$ cat config.mk
export PLATFORM = sky130hd
export DESIGN_NAME = phy_tx_arbiter
export DESIGN_NICKNAME = d
export VERILOG_FILES = /design/src/rtl/phy_tx_arbiter.sv
export SDC_FILE = /design/constraint.sdc
export NUM_CORES = 1
export LEC_CHECK = 0
export CAP_MARGIN = 20
export CORE_MARGIN = 2
export CORE_UTILIZATION = 31
export CTS_BUF_LIST = sky130_fd_sc_hd__clkbuf_4 sky130_fd_sc_hd__clkbuf_8
export CTS_CLUSTER_DIAMETER = 100
export CTS_CLUSTER_SIZE = 14
export DETAILED_ROUTE_END_ITERATION = 16
export PLACE_DENSITY = 0.79
export SLEW_MARGIN = 20
export SYNTH_ARGS = -nofsm -noshare
export SYNTH_HDL_FRONTEND = slang
export SYNTH_SLANG_ARGS = --single-unit
export TNS_END_PERCENT = 1
$ cat constraint.sdc
create_clock -name clk_2f -period 1.5 [get_ports clk_2f]
set_clock_uncertainty 0.15 [all_clocks]
set_input_delay 0.3 -clock clk_2f [delete_from_list [all_inputs] [get_ports clk_2f]]
set_output_delay 0.3 -clock clk_2f [all_outputs]
set_load 0.01 [all_outputs]
$ cat src/rtl/phy_tx_arbiter.sv
// phy_tx_arbiter: frame-level round-robin share of the PHY transmit port between two requesters.
// Define ARB_TIMEOUT_EN to release a grant stalled mid-frame for TIMEOUT cycles.
module phy_tx_arbiter #(
    parameter logic [31:0] IDLE_SYM = 32'h7C7C7C7C,
    parameter int          TIMEOUT  = 16
) (
    input  logic        clk_2f,
    input  logic        reset,
    input  logic [31:0] req0_data,
    input  logic        req0_valid,
    input  logic        req0_last,
    output logic        req0_ready,
    input  logic [31:0] req1_data,
    input  logic        req1_valid,
    input  logic        req1_last,
    output logic        req1_ready,
    output logic [31:0] data_in,
    output logic        valid_in,
    output logic [1:0]  grant,
    output logic        timeout_err
);
    typedef enum logic [1:0] {IDLE, GNT0, GNT1} state_t;

    state_t      state, state_n;
    logic        rr, rr_n;
    logic        cur_valid, cur_last, decide, v0, v1, pick0, pick1, tmo;
    logic [31:0] cur_data;

    assign req0_ready = state == GNT0;
    assign req1_ready = state == GNT1;
    assign grant      = {req1_ready, req0_ready};

    // The owner's valid during its last beat belongs to the frame just ending, so only the other side competes.
    always_comb begin
        cur_valid = req0_ready ? req0_valid : req1_ready && req1_valid;
        cur_last  = req0_ready ? req0_last : req1_last;
        cur_data  = req0_ready ? req0_data : req1_data;
        v0        = req0_valid && !req0_ready;
        v1        = req1_valid && !req1_ready;
        pick0     = v0 && (!v1 || !rr);
        pick1     = v1 && (!v0 || rr);
        decide    = state == IDLE || (cur_valid && cur_last) || tmo;
        state_n   = !decide ? state : pick0 ? GNT0 : pick1 ? GNT1 : IDLE;
        rr_n      = !decide ? rr : pick0 ? 1'b1 : pick1 ? 1'b0 : rr;
    end

    always_ff @(posedge clk_2f) begin
        if (reset) begin
            state    <= IDLE;
            rr       <= 1'b0;
            data_in  <= IDLE_SYM;
            valid_in <= 1'b0;
        end else begin
            state    <= state_n;
            rr       <= rr_n;
            data_in  <= cur_valid ? cur_data : IDLE_SYM;
            valid_in <= cur_valid;
        end
    end

`ifdef ARB_TIMEOUT_EN
    logic [7:0] stall_cnt;
    logic       stall;

    assign stall = state != IDLE && !cur_valid;
    assign tmo   = stall && stall_cnt == 8'(TIMEOUT - 1);

    always_ff @(posedge clk_2f) begin
        if (reset) begin
            stall_cnt   <= 8'd0;
            timeout_err <= 1'b0;
        end else begin
            stall_cnt   <= (tmo || !stall) ? 8'd0 : stall_cnt + 8'd1;
            timeout_err <= tmo;
        end
    end
`else
    assign tmo         = 1'b0;
    assign timeout_err = TIMEOUT < 0;
`endif
endmodule

==> results of run 1 <==
==> repair_timing <==
action                                  4_1_cts  5_1_grt
pin swaps                                     0        1
endpoints found under the setup margin       58        8
resized for setup                            44        8
endpoints found under the hold margin         0        0
==> metrics by stage <==
stage	utilization	hold slack (ns)
final	0.5917	0.3099
after global routing	0.5917	0.3590
after CTS	0.5914	0.3385
after detailed placement	0.5781	0.3277
after global placement	0.5781	0.3168
after floorplan	-	0.2162
==> cells in the final DEF (no fill, tap or decap), types with 2 or more instances in the layout <==
master / count
dfxtp_2: 2
clkbuf_8: 6
clkdlybuf4s50_1: 67
clkbuf_4: 2
nand3_1: 20
a21oi_1: 15
nand3b_1: 3
inv_2: 2
nand2_1: 66
o21ai_0: 2
clkbuf_2: 2
clkdlybuf4s15_2: 2
dfxtp_1: 34
dlygate4sd2_1: 34
buf_4: 7
==> sequential cells by signal (all words and copies together) (netlist names) <==
name	cells
state	2
data_in	32
valid_in	1
rr	1
==> cell type report <==
cell class | instances | area, µm² | share of cell area
repair buffers | 115 | 1097 | 0.4289
flip-flops and latches | 36 | 723.2 | 0.2826
multi-input cells | 119 | 564.3 | 0.2205
clock buffers | 8 | 97.59 | 0.03814
well taps | 52 | 65.06 | 0.02543
inverters | 3 | 11.26 | 0.004401
==> routing by layer <==
layer | global-route usage | up-vias | share of wire
met5 | 0 | - | 0
met4 | 0.06709 | 0 | 0.023
met3 | 0.05413 | 11 | 0.084
met2 | 0.2799 | 67 | 0.48
met1 | 0.1770 | 661 | 0.41
li1 | - | 771 | -
==> worst register-to-register path, delay by kind of cell (launching register included) <==
family | cells | cell delay [ns]
AO/OA/AOI/OAI | 2 | 0.62
flip-flops | 1 | 0.35
AND/OR/NAND/NOR | 1 | 0.18
buffers and inverters | 1 | 0.13
==> cells by family (layout without fill, tap and decap cells) <==
kind of cell | Yosys count | count (layout) | synth area share
compound gates | 21 | 21 | 0.09298
flops | 36 | 36 | 0.5251
other cells | 1 | 1 | 0.002732
simple gates | 97 | 97 | 0.3136
buf+inv | 18 | 126 | 0.06563
==> power groups by stage <==
| stage | clock (µW) | combinational [µW] | sequential, µW |
|---|---|---|---|
| after floorplan | 0 | 227 | 1060 |
| after global placement | 0 | 577 | 1050 |
| after detailed placement | 0 | 584 | 1050 |
| after CTS | 760 | 552 | 1020 |
| after global routing | 797 | 600 | 1030 |
| final | 736 | 546 | 1030 |
==> path summary, 6_finish.rpt <==
check / slack (ns) / start / endpoint / cells after the start
setup / recovery: -0.008 / state[0] / rr / 4
hold / removal: 0.31 / req0_last / state[0] / 4
setup reg to reg: -0.008 / state[0] / rr / 4
hold reg to reg: 0.35 / rr / rr / 2
==> flow_summary.yaml, run 1 <==
clock_network:
  cts-root-buf: "clkbuf_8"
  clk_pin_slew_worst_paths_ns: 0.07
  worst_skew_pair.late_latency_ns: 0.28
  cts_hold_buf: 0
  htree_num_levels: 2
  cts_sinks: 36
  tritoncts: "done"
  ctsLongestPathBuffers: 2
  postCtsSetupRepairBufs: 0
  numCtsBuffers: 5
drt:
  dr.pass1.iters: 4
  vias: 1510
  viasPerCell: 4.535
  ant_nets: 0
  wl_per_cell_um: 12.01
  drc: 0
  drt-total-wl_um: 3999
  dr.first_iter.drc_count: 59
pwr:
  ir_worst_vdd_mv: 0.4140
  p_sw_frac: 0.2535
  pwr_density_cell_nw_per_um2: 902.1
  p_seq_frac: 0.444
  leakage_uw: 0.001073
  p_int_uw: 1723
  pwr-share-clk: 0.319
  combPwrFrac: 0.237
  p_sw_uw: 585.1
  totalPowerFinal_uw: 2308
worst_setup_path:
  cpMaxStageDelayCell: "o41a_1"
  crit_buf_inv: 1
  worst_path_dominant_cell_family: "compound AO/OA/AOI/OAI gates"
  critical_path.max_fanout: 8
  crit_chain: "buf_6, and4b_4, o41a_1, a221oi_2"
  worstPathArrival_ns: 1.56
  cpPeakStageDelay_ns: 0.41
  start_kind: "flop"
  path_class: "reg -> reg"
  cp.required_ns: 1.55
  cp-end-kind: "flop"
floorplanning:
  dieArea_um2: 4976
  io_pins: 108
  fp.dieH_um: 70.54
  core-area_um2: 4324
  rows: 24
  fp.dieW_um: 70.54
  start_util: 0.3174
placement:
  io_buffers: 106
  placed_area_um2: 2500
  gp_congestion: 0.7362
  dp.cells: 325
  place.detailed.hpwl_um: 2875
  pre_cts_slack_ns: -0.3817
run_status:
  status: "complete, but fails checks"
  violations: "setup timing"
synthesis:
  ys.flop_type: "dfxtp_1"
  ys_seq_area_frac: 0.5251
  synth_edf_count: 0
  synthTopCellsByCount: "nand2_1, dfxtp_1, nand3_1"
  postSynthRegisterBits: 36
  ys_types: 25
  synth_nets: 243
  synth.most_common_cell: "nand2_1"
  ys.warnings.count: 0
  synth_largest_area_cell: "dfxtp_1"
  synth_cells: 173
  avgSynthCellArea_um2: 7.934
  async_flop_share: 0
  synth_top_area_share: 0.5251
  synth_area_um2: 1373
  ys_top_cells_by_area: "dfxtp_1, nand2_1, nand3_1"
sta:
  grt_setup_unrepaired: "yes"
  fin_tns_setup_ns: -0.008337
  setup-violations-final: 1
  final.min_clock_period_ns: 1.508
  fin_crit_sh: 1.006
  setup_ws_ns: -0.008337
  drv_slew: 0
  hold_violations: 0
  timing.fmax_ghz: 0.6630
global_route:
  grt_pass1_wl_um: 6361
  grt_max_degree: 33
  antenna_found_initial: 0
  globalRouteOverflowTotal: 0
  grt_pass1_vias: 1402
  grt_util_all_layers: 0.1597
cells_and_area:
  fillers: 418
  n_antenna_cell: 0
  num-nets-final: 350
  drive_gt1_frac: 0.09964
  syn_to_final_growth_pct: 86.42
  stdcell_area_um2: 2559
  layoutNonFillerInstCount: 333
min_path:
  hold_class: "in -> reg"
job:
  maxCapViolations: 0
No activity file was read; power rests on OpenSTA's default activity.
==> inputs of run 2 (changes only) <==
SKIP_LAST_GASP = 1   (was not set)
==> flow_summary.yaml, run 2 (synthesis gave the netlist of run 1 again) <==
run_status:
  status: "complete, but fails checks"
  violations: "setup timing"
worst_setup_path:
  crit_chain: "clkdlybuf4s50_1"
  crit_buf_inv: 1
  path_class: "reg -> out"
  cpMaxStageDelayCell: "clkdlybuf4s50_1"
  path_depth: 1
  worstPathArrival_ns: 1.14
  cp-end-kind: "primary output"
  r2r_cells: 4
  start_kind: "flop"
  cpPeakStageDelay_ns: 0.53
  cp.required_ns: 1.05
  critical_path.max_fanout: 1
  worst_path_dominant_cell_family: "buffers and inverters"
floorplanning:
  dieArea_um2: 4976
  core-area_um2: 4324
  rows: 24
  start_util: 0.3174
  io_pins: 108
  fp.dieH_um: 70.54
  fp.dieW_um: 70.54
sta:
  setup-violations-final: 36
  final.min_clock_period_ns: 1.587
  timing.fmax_ghz: 0.6303
  setup_ws_ns: -0.08652
  grt_setup_unrepaired: "yes"
  fin_tns_setup_ns: -2.222
  fin_crit_sh: 1.058
  drv_slew: 0
  hold_violations: 0
pwr:
  pwr-share-clk: 0.315
  ir_worst_vdd_mv: 0.4143
  totalPowerFinal_uw: 2333
  p_seq_frac: 0.440
  p_sw_uw: 584.1
  p_int_uw: 1749
  leakage_uw: 0.001074
  p_sw_frac: 0.2504
  pwr_density_cell_nw_per_um2: 897.2
  combPwrFrac: 0.245
global_route:
  grt_util_all_layers: 0.1588
  grt_pass1_wl_um: 6320
  grt_pass1_vias: 1393
  grt_max_degree: 33
  antenna_found_initial: 0
  globalRouteOverflowTotal: 0
placement:
  io_buffers: 106
  gp_congestion: 0.7362
  place.detailed.hpwl_um: 2875
  placed_area_um2: 2500
  pre_cts_slack_ns: -0.3817
drt:
  top_layer: "met4"
  vias: 1515
  ant_nets: 0
  route.met2.wl_um: 1926
  drc: 0
  wl_met3_um: 314
  dr.first_iter.drc_count: 79
  dr.pass1.iters: 4
  viasPerCell: 4.550
  wl_per_cell_um: 12.07
  drt-total-wl_um: 4018
  wirelength_met1_um: 1686
cells_and_area:
  n_antenna_cell: 0
  drive_gt1_frac: 0.07473
  syn_to_final_growth_pct: 89.43
  max_flop_register: "data_in"
  largest_reg_flops: 32
  num-nets-final: 350
  final_cell_mix: "clkdlybuf4s50_1, nand2_1, dfxtp_1"
  final_common_cell: "clkdlybuf4s50_1"
  stdcell_area_um2: 2600
  largestRegisters: "data_in x32, state x2"
clock_network:
  numCtsBuffers: 5
  htree_num_levels: 2
  tritoncts: "done"
  cts_sinks: 36
  cts_hold_buf: 0
  cts-root-buf: "clkbuf_8"
  worst_skew_pair.late_latency_ns: 0.28
  ctsLongestPathBuffers: 2
  clk_pin_slew_worst_paths_ns: 0.07
min_path:
  hold_class: "reg -> reg"
  hold_path_depth: 2
job:
  maxCapViolations: 0
==> run 2: changes by cell type in the layout (fill, tap and decap cells not counted), moves of 2 or more <==
| cell | previous run | this run |
|---|---|---|
| clkdlybuf4s15_2 | 2 | 0 |
| clkdlybuf4s50_1 | 67 | 99 |
| clkdlybuf4s15_1 | 0 | 2 |
| dlygate4sd2_1 | 34 | 3 |
| clkbuf_2 | 2 | 0 |
==> run 2: tightest hold or removal path: cells and delay by family, from the launching register on <==
family / cells / cell delay, ns
flip-flops: 1 / 0.33
buffers and inverters: 1 / 0.07
AO/OA/AOI/OAI: 1 / 0.05
==> run 2: final cells by class <==
cell class                      count  area (µm²)
Fill cell                         405        1724
Timing Repair Buffer              115        1142
Sequential cell                    36       721.9
Multi-Input combinational cell    119       561.8
Clock buffer                        8       97.59
Tap cell                           52       65.06
Inverter                            3       11.26
==> run 2: power by group through the flow <==
stage,combinational [µW],sequential (µW),clock [µW]
3_5_place_dp,584,1050,0
6_report,572,1030,735
4_1_cts,578,1030,760
5_1_grt,624,1030,797
2_1_floorplan,227,1060,0
3_3_place_gp,577,1050,0
==> run 2: layer usage <==
| layer | up-vias | global-route usage |
|---|---|---|
| li1 | 772 | - |
| met1 | 667 | 0.1762 |
| met2 | 65 | 0.2778 |
| met3 | 11 | 0.05413 |
| met4 | 0 | 0.06709 |
| met5 | - | 0 |
==> run 2: metrics by stage <==
step | hold WS [ns] | utilization | std cells
6_report | 0.3446 | 0.6013 | 333
5_1_grt | 0.3626 | 0.6013 | 333
4_1_cts | 0.3385 | 0.5995 | 333
3_5_place_dp | 0.3277 | 0.5781 | 325
3_3_place_gp | 0.3168 | 0.5781 | 325
2_1_floorplan | 0.2162 | - | 173
==> run 2: path summary, 6_finish.rpt <==
check	from	to	slack, ns
min reg2reg	rr	rr	0.34
max	data_in[19]	data_in[19]	-0.09
max reg2reg	state[0]	rr	-0.04
min	rr	rr	0.34
==> run 2: repair_timing <==
item / in CTS / in global routing
endpoints found under the setup margin: 58 / 67
pin swaps: 0 / 1
hold endpoints to repair: 0 / 0
gates resized for setup: 6 / 4
buffers inserted: 0 / 0
